### src/rtl/rstgen.sv
`default_nettype none
// ============================================================================
//  Module   : rstgen
//  Purpose  : Reset sequencer and timebase. Waits for PLL lock, holds the
//             core in reset for HOLD_CYCLES stable-lock cycles, releases a
//             reset that deasserts synchronously to clk, and produces a
//             one-cycle tick every TICK_DIV cycles while running. Loss of
//             lock while running returns to reset and sets a sticky flag.
//  Ports    : clk        - system clock (only clock)
//             rst        - asynchronous active-high reset
//             pll_lock   - PLL lock indication (asynchronous to clk)
//             sys_rst    - active-high core reset (async assert, sync release)
//             ready      - high only while running (~sys_rst)
//             tick       - one-cycle pulse every TICK_DIV cycles while running
//             lock_lost  - sticky: lock dropped while running; cleared by rst
//  Revision : 1.0 - initial release
// ============================================================================
module rstgen #(
    parameter int HOLD_CYCLES = 16,
    parameter int TICK_DIV    = 100
) (
    input  logic clk,
    input  logic rst,
    input  logic pll_lock,
    output logic sys_rst,
    output logic ready,
    output logic tick,
    output logic lock_lost
);

    // Counter widths hold exactly the terminal counts.
    localparam int c_hcw = (HOLD_CYCLES > 1) ? $clog2(HOLD_CYCLES) : 1;
    localparam int c_tcw = (TICK_DIV > 1) ? $clog2(TICK_DIV) : 1;

    localparam logic [c_hcw-1:0] c_hold_last = c_hcw'(HOLD_CYCLES - 1);
    localparam logic [c_tcw-1:0] c_tick_last = c_tcw'(TICK_DIV - 1);
    localparam logic [c_hcw-1:0] c_hcnt_one  = c_hcw'(1);
    localparam logic [c_tcw-1:0] c_tcnt_one  = c_tcw'(1);

    localparam logic [1:0] c_st_hold = 2'd0;
    localparam logic [1:0] c_st_wait = 2'd1;
    localparam logic [1:0] c_st_run  = 2'd2;

    logic             r_sync_meta;
    logic             r_lock_s;
    logic [1:0]       r_state;
    logic [c_hcw-1:0] r_hcnt;
    logic [c_tcw-1:0] r_tcnt;
    logic             r_sys_rst;
    logic             r_tick;
    logic             r_lock_lost;

    logic [1:0]       w_state_nxt;
    logic [c_hcw-1:0] w_hcnt_nxt;
    logic [c_tcw-1:0] w_tcnt_nxt;
    logic             w_tick_nxt;
    logic             w_lock_lost_nxt;

    // Two-flop synchronizer for the asynchronous lock input.
    always_ff @(posedge clk or posedge rst) begin
        if (rst) begin
            r_sync_meta <= 1'b0;
            r_lock_s    <= 1'b0;
        end else begin
            r_sync_meta <= pll_lock;
            r_lock_s    <= r_sync_meta;
        end
    end

    // Next-state logic. Loss of synchronized lock always wins.
    always_comb begin
        w_state_nxt     = r_state;
        w_hcnt_nxt      = r_hcnt;
        w_tcnt_nxt      = r_tcnt;
        w_tick_nxt      = 1'b0;
        w_lock_lost_nxt = r_lock_lost;
        case (r_state)
            c_st_hold: begin
                if (r_lock_s) begin
                    w_state_nxt = c_st_wait;
                    w_hcnt_nxt  = '0;
                end
            end
            c_st_wait: begin
                if (!r_lock_s) begin
                    w_state_nxt = c_st_hold;
                end else if (r_hcnt == c_hold_last) begin
                    w_state_nxt = c_st_run;
                    w_tcnt_nxt  = '0;
                end else begin
                    w_hcnt_nxt = r_hcnt + c_hcnt_one;
                end
            end
            c_st_run: begin
                if (!r_lock_s) begin
                    w_state_nxt     = c_st_hold;
                    w_lock_lost_nxt = 1'b1;
                    w_tcnt_nxt      = '0;
                end else if (r_tcnt == c_tick_last) begin
                    // Tick is the registered image of the wrap, so it is
                    // high for the cycle after tcnt returns to 0.
                    w_tcnt_nxt = '0;
                    w_tick_nxt = 1'b1;
                end else begin
                    w_tcnt_nxt = r_tcnt + c_tcnt_one;
                end
            end
            default: begin
                w_state_nxt = c_st_hold;
            end
        endcase
    end

    // State, counters and registered outputs. sys_rst tracks the next
    // state so it changes on the same edge as the state register.
    always_ff @(posedge clk or posedge rst) begin
        if (rst) begin
            r_state     <= c_st_hold;
            r_hcnt      <= '0;
            r_tcnt      <= '0;
            r_sys_rst   <= 1'b1;
            r_tick      <= 1'b0;
            r_lock_lost <= 1'b0;
        end else begin
            r_state     <= w_state_nxt;
            r_hcnt      <= w_hcnt_nxt;
            r_tcnt      <= w_tcnt_nxt;
            r_sys_rst   <= (w_state_nxt != c_st_run);
            r_tick      <= w_tick_nxt;
            r_lock_lost <= w_lock_lost_nxt;
        end
    end

    assign sys_rst   = r_sys_rst;
    assign ready     = ~r_sys_rst;
    assign tick      = r_tick;
    assign lock_lost = r_lock_lost;

endmodule
`default_nettype wire

### config.mk
export PLATFORM = sky130hd
export DESIGN_NAME = rstgen
export DESIGN_NICKNAME = d
export VERILOG_FILES = /design/src/rtl/rstgen.sv
export SDC_FILE = /design/constraint.sdc
export NUM_CORES = 1
export LEC_CHECK = 0
export ABC_AREA = 1
export CORE_UTILIZATION = 54
export DETAILED_ROUTE_END_ITERATION = 8
export PLACE_DENSITY = 0.83
export SLEW_MARGIN = 40
export SYNTH_ARGS = -nofsm -noshare
export SYNTH_HDL_FRONTEND = slang
export SYNTH_SLANG_ARGS = --single-unit
### constraint.sdc
create_clock -name clk -period 1.4 [get_ports clk]
set_input_delay 0.42 -clock clk [delete_from_list [all_inputs] [get_ports clk]]
set_output_delay 0.42 -clock clk [all_outputs]
set_load 0.01 [all_outputs]
; ---- After elaboration in Yosys (flattened, before gate mapping)
; Index checks and enable logic that the tools add are counted.
[word_totals]
regBits = 18
inputBits = 3
out_inout_bits = 4
word_cells = 44
[classes]
addsub = 2
eq_ne = 9
muxes = 17
bitwise = 2
n_reduce_logical = 6
[op_table]
columns = cell, n
row1 = 7-bit two-way mux, 4
row2 = 7-bit one-hot mux with 2 select lines, 1
row3 = 4-bit two-way mux, 3
row4 = 2-bit != test (second input constant), 5
row5 = 2-bit two-way mux, 4
row6 = 4-bit one-hot mux with 2 select lines, 1
row7 = 7-bit by 1-bit adder with 7-bit output (second input constant), 1
row8 = 7-bit == test (second input constant), 1
row9 = 2-bit one-hot mux with 3 select lines, 1
row10 = 4-bit by 1-bit adder with 4-bit output (second input constant), 1
row11 = 4-bit == test (second input constant), 1
row12 = 4-bit AND reduction, 1
row13 = 2-bit nonzero test, 2
row14 = 1-bit two-way mux, 3
row15 = 3-bit AND reduction, 1
row16 = 2-bit by 1-bit == test with 1-bit output (second input constant), 1
row17 = 2-bit == test (second input constant), 1
row18 = 2-bit zero test, 1
row19 = 1-bit inverter, 2
row20 = 2-bit AND reduction, 1

; ---- Longest topological paths before layout
[logic_depth]
depth_word = 5
depth_mapped = 9

; ---- Worst setup path before layout
; No wires, ideal clock.
[synth_timing]
path_type = reg-to-reg
startpoint = reg r_hcnt[0]
endpoint = reg r_tcnt[6]
setup_time_ps = 120
arrival_ps = 1115
t_required_ps = 1280
slack_ps = 165
stages_incl_launch_ff = 8
period_less_slack_ps = 1235
path_cell_list = dfrtp_1 ha_1 nand2_2 nor2_4 nand2_4 nand2_4 a21oi_1 nor2_2
[synth_between]
elab_chain_cells = 3
[synth_rtl]
columns = item, line
row1 = "start, declared", 47  ; logic [c_hcw-1:0] r_hcnt;
row2 = "start signal, assigned", 126  ; r_hcnt <= w_hcnt_nxt;
row3 = 4-bit == test, 87  ; end else if (r_hcnt == c_hold_last) begin
row4 = 2-bit != test (no source line), n/a
row5 = 3-bit AND reduction (no source line), n/a
row6 = "end signal, assigned", 127  ; r_tcnt <= w_tcnt_nxt;
row7 = "end, declared", 48  ; logic [c_tcw-1:0] r_tcnt;
; Every way passes these cells.
; A chain may end at the register's enable or synchronous reset.

; ---- Worst setup path after layout
[layout_timing]
startpoint = reg r_sys_rst, in the netlist sys_rst
endpoint = out ready
[layout_between]
elab_chain_cells = 1
[layout_rtl]
columns = item, line
row1 = "start, declared", 49  ; logic r_sys_rst;
row2 = "start signal, assigned", 128  ; r_sys_rst <= (w_state_nxt != c_st_run);
row3 = 1-bit inverter, 135  ; assign ready = ~r_sys_rst;
row4 = "end, declared", 26  ; output logic ready,
; Every way passes these cells.

==> impl_metrics.yaml <==
worst_setup_path:
  cp-end-kind: "output pin"
  crit_path_max_fanout: 2
  crit_family: "flip-flops"
  crit_slowest_cell: "dfstp_2"
  critPathMaxStageDelay_ns: 0.54
  start_kind: "register"
  cp_cell_sequence: "inv_2 -> buf_6"
  critPathKind: "reg2out"
  required_ns: 0.98
  arrival_ns: 0.96
  critical_path_buf_inv_count: 2
clock_tree:
  clk_latency_ns: 0.29
  clk_path_buf_depth: 2
  cts_tree: "yes"
  htree_levels: 1
  cts_made_buffers: 3
  numClockSinks: 18
  clock-root-buffer: "clkbuf_4"
  clk_pin_slew_ns: 0.10
grt:
  grt_pass1_vias: 684
  grt_pass1_wl_um: 2770
  grt_overflow_total: 0
  grt_start_max_net_pins: 11
  grt_usage_pct: 21.5
  antenna_found_initial: 0
sta:
  setup_violations: 0
  period_minus_slack_ns: 1.38
  final-max-slew-violation-count: 0
  period_share_pct: 98.9
  whs_ns: 0.349
  fin_skew_ns: 0.00547
  slew_headroom_pct: 81.4
  rsz0062_at_grt: "yes"
  finalHoldViolCount: 0
  worst_pin_slew_ns: 0.279
  fmax_ghz: 0.722
floorplan:
  initial_core_util_pct: 58.0
  die_area_sq_mm: 0.00178
  core-area_sq_mm: 0.00151
  io_pins: 7
  rows: 14
  die_y_um: 42.2
  die_w_um: 42.2
drt:
  routed_wl_um: 1600
  wl_per_cell_um: 12.7
  num_vias: 695
  routed_via_density: 5.52
  ant_nets: 0
  route.detailed.drc: 0
  drt-pass1-iter-count: 4
  drtIter0Drc: 12
synth:
  yosysWarnings: 0
  syn-instance-count: 94
  syn-num-nets: 99
  synth_seq_cells: 18
  ys_types: 24
  synth_area_sq_um: 873
  postSynthAreaPerCell_sq_um: 9.29
  yosysSeqAreaShare_pct: 51.7
final_layout:
  n_antenna_cell: 0
  nets: 116
  final_common_cell: "dfrtp_1"
  post-route-util_pct: 68.3
  fillers: 127
  instances_no_fill: 126
  mostFrequentLayoutCells: "17 x dfrtp_1, 16 x nand2_1, 11 x nand3_1"
  syn2layout_area_growth_pct: 17.8
  drive_above_1_share_pct: 28.2
placed_design:
  post-dp-hpwl_um: 1240
  gp_congestion: 0.825
  io_buffers: 6
  place_inst: 121
power_and_ir_drop:
  power.density_mw_per_mm2: 866
  power.leakage_nw: 0.506
  ir_drop_mv: 0.611
  power.total_mw: 0.890
hold_path:
  hp-class: "in2async"
status:
  status: "complete, no violations"
job:
  cap_violations: 0
==> routing by layer <==
layer  global-route usage, %  share of wire (%)  up-vias
met5                       0                  0        -
met4                    13.1                3.1        0
met3                    6.90                3.9        6
met2                    34.2                 51       23
met1                    25.1                 42      319
li1                        -                  -      347
==> state kept, by name, summed over array words and instances (netlist names) <==
signal and cells:
lock_lost 1, r_hcnt 4, r_lock_s 1, r_state 2
r_sync_meta 1, r_tcnt 7, sys_rst 1, tick 1
==> through the flow <==
step | worst slack (ns) | TNS, ns | instance area [sq um]
global placement | -0.0425 | -0.0547 | 991
CTS | -0.00785 | -0.00785 | 1000
floorplan | 0.165 | 0 | 873
finish | 0.0152 | 0 | 1030
global route | -0.0330 | -0.0498 | 1030
detailed placement | -0.0507 | -0.0734 | 991
==> synthesized netlist by cell type, drive strengths merged <==
| cell type | instances | area share [%] |
|---|---|---|
| nor3 | 1 | 0.57 |
| nand3 | 11 | 6.3 |
| o211ai | 1 | 0.86 |
| xor2 | 1 | 1.0 |
| dfrtp | 17 | 49 |
| ha | 2 | 2.9 |
| nand4 | 4 | 2.9 |
| inv | 11 | 4.7 |
| a21oi | 1 | 0.57 |
| nor2 | 10 | 7.4 |
| o21bai | 2 | 1.7 |
| or2 | 1 | 0.72 |
| o22ai | 1 | 0.72 |
| o21a | 1 | 0.86 |
| dfstp | 1 | 3.0 |
| nand2 | 21 | 12 |
| o21ai | 8 | 5.4 |
==> where the power goes <==
part / leakage (nW) / internal [mW] / switching (mW) / total (mW)
Combinational: 0.253 / 0.0360 / 0.0418 / 0.0777
Sequential: 0.238 / 0.536 / 0.0145 / 0.550
Clock: 0.0150 / 0.111 / 0.152 / 0.263
==> final timing paths <==
kind	startpoint	depth (start not counted)	slack [ns]	end
max in group asynchronous	rst	3	0.66	r_hcnt[2]
hold reg to reg	r_sync_meta	0	0.37	r_lock_s
setup reg to reg	r_hcnt[0]	8	0.12	r_tcnt[6]
min in group clk	r_sync_meta	0	0.37	r_lock_s
hold / removal	rst	2	0.35	r_lock_s
setup / recovery	sys_rst	2	0.02	ready
==> cells by family after synthesis <==
| group | Yosys count | synth area share (%) |
|---|---|---|
| AOI/OAI and AO/OA | 14 | 10.2 |
| DFF | 18 | 51.7 |
| adders and majority gates | 2 | 2.86 |
| buffers and inverters | 11 | 4.73 |
| and+or+nand+nor | 48 | 29.5 |
| xor gates and xnor gates | 1 | 1.00 |
==> cell type report <==
cell class	instances	area, sq um	area share (%)
tap	16	20.0	1.95
multi-input combinational	65	389	37.8
sequential	18	452	43.9
inverter	11	41.3	4.01
timing repair buffer	12	100	9.73
clock buffer	4	26.3	2.55
==> repair_timing <==
action | in CTS | in global routing
setup buffers | 0 | 1
endpoints found under the setup margin | 4 | 4
gates resized for setup | 10 | 5
hold buffers | 0 | 0
(Power assumes the default switching activity.)
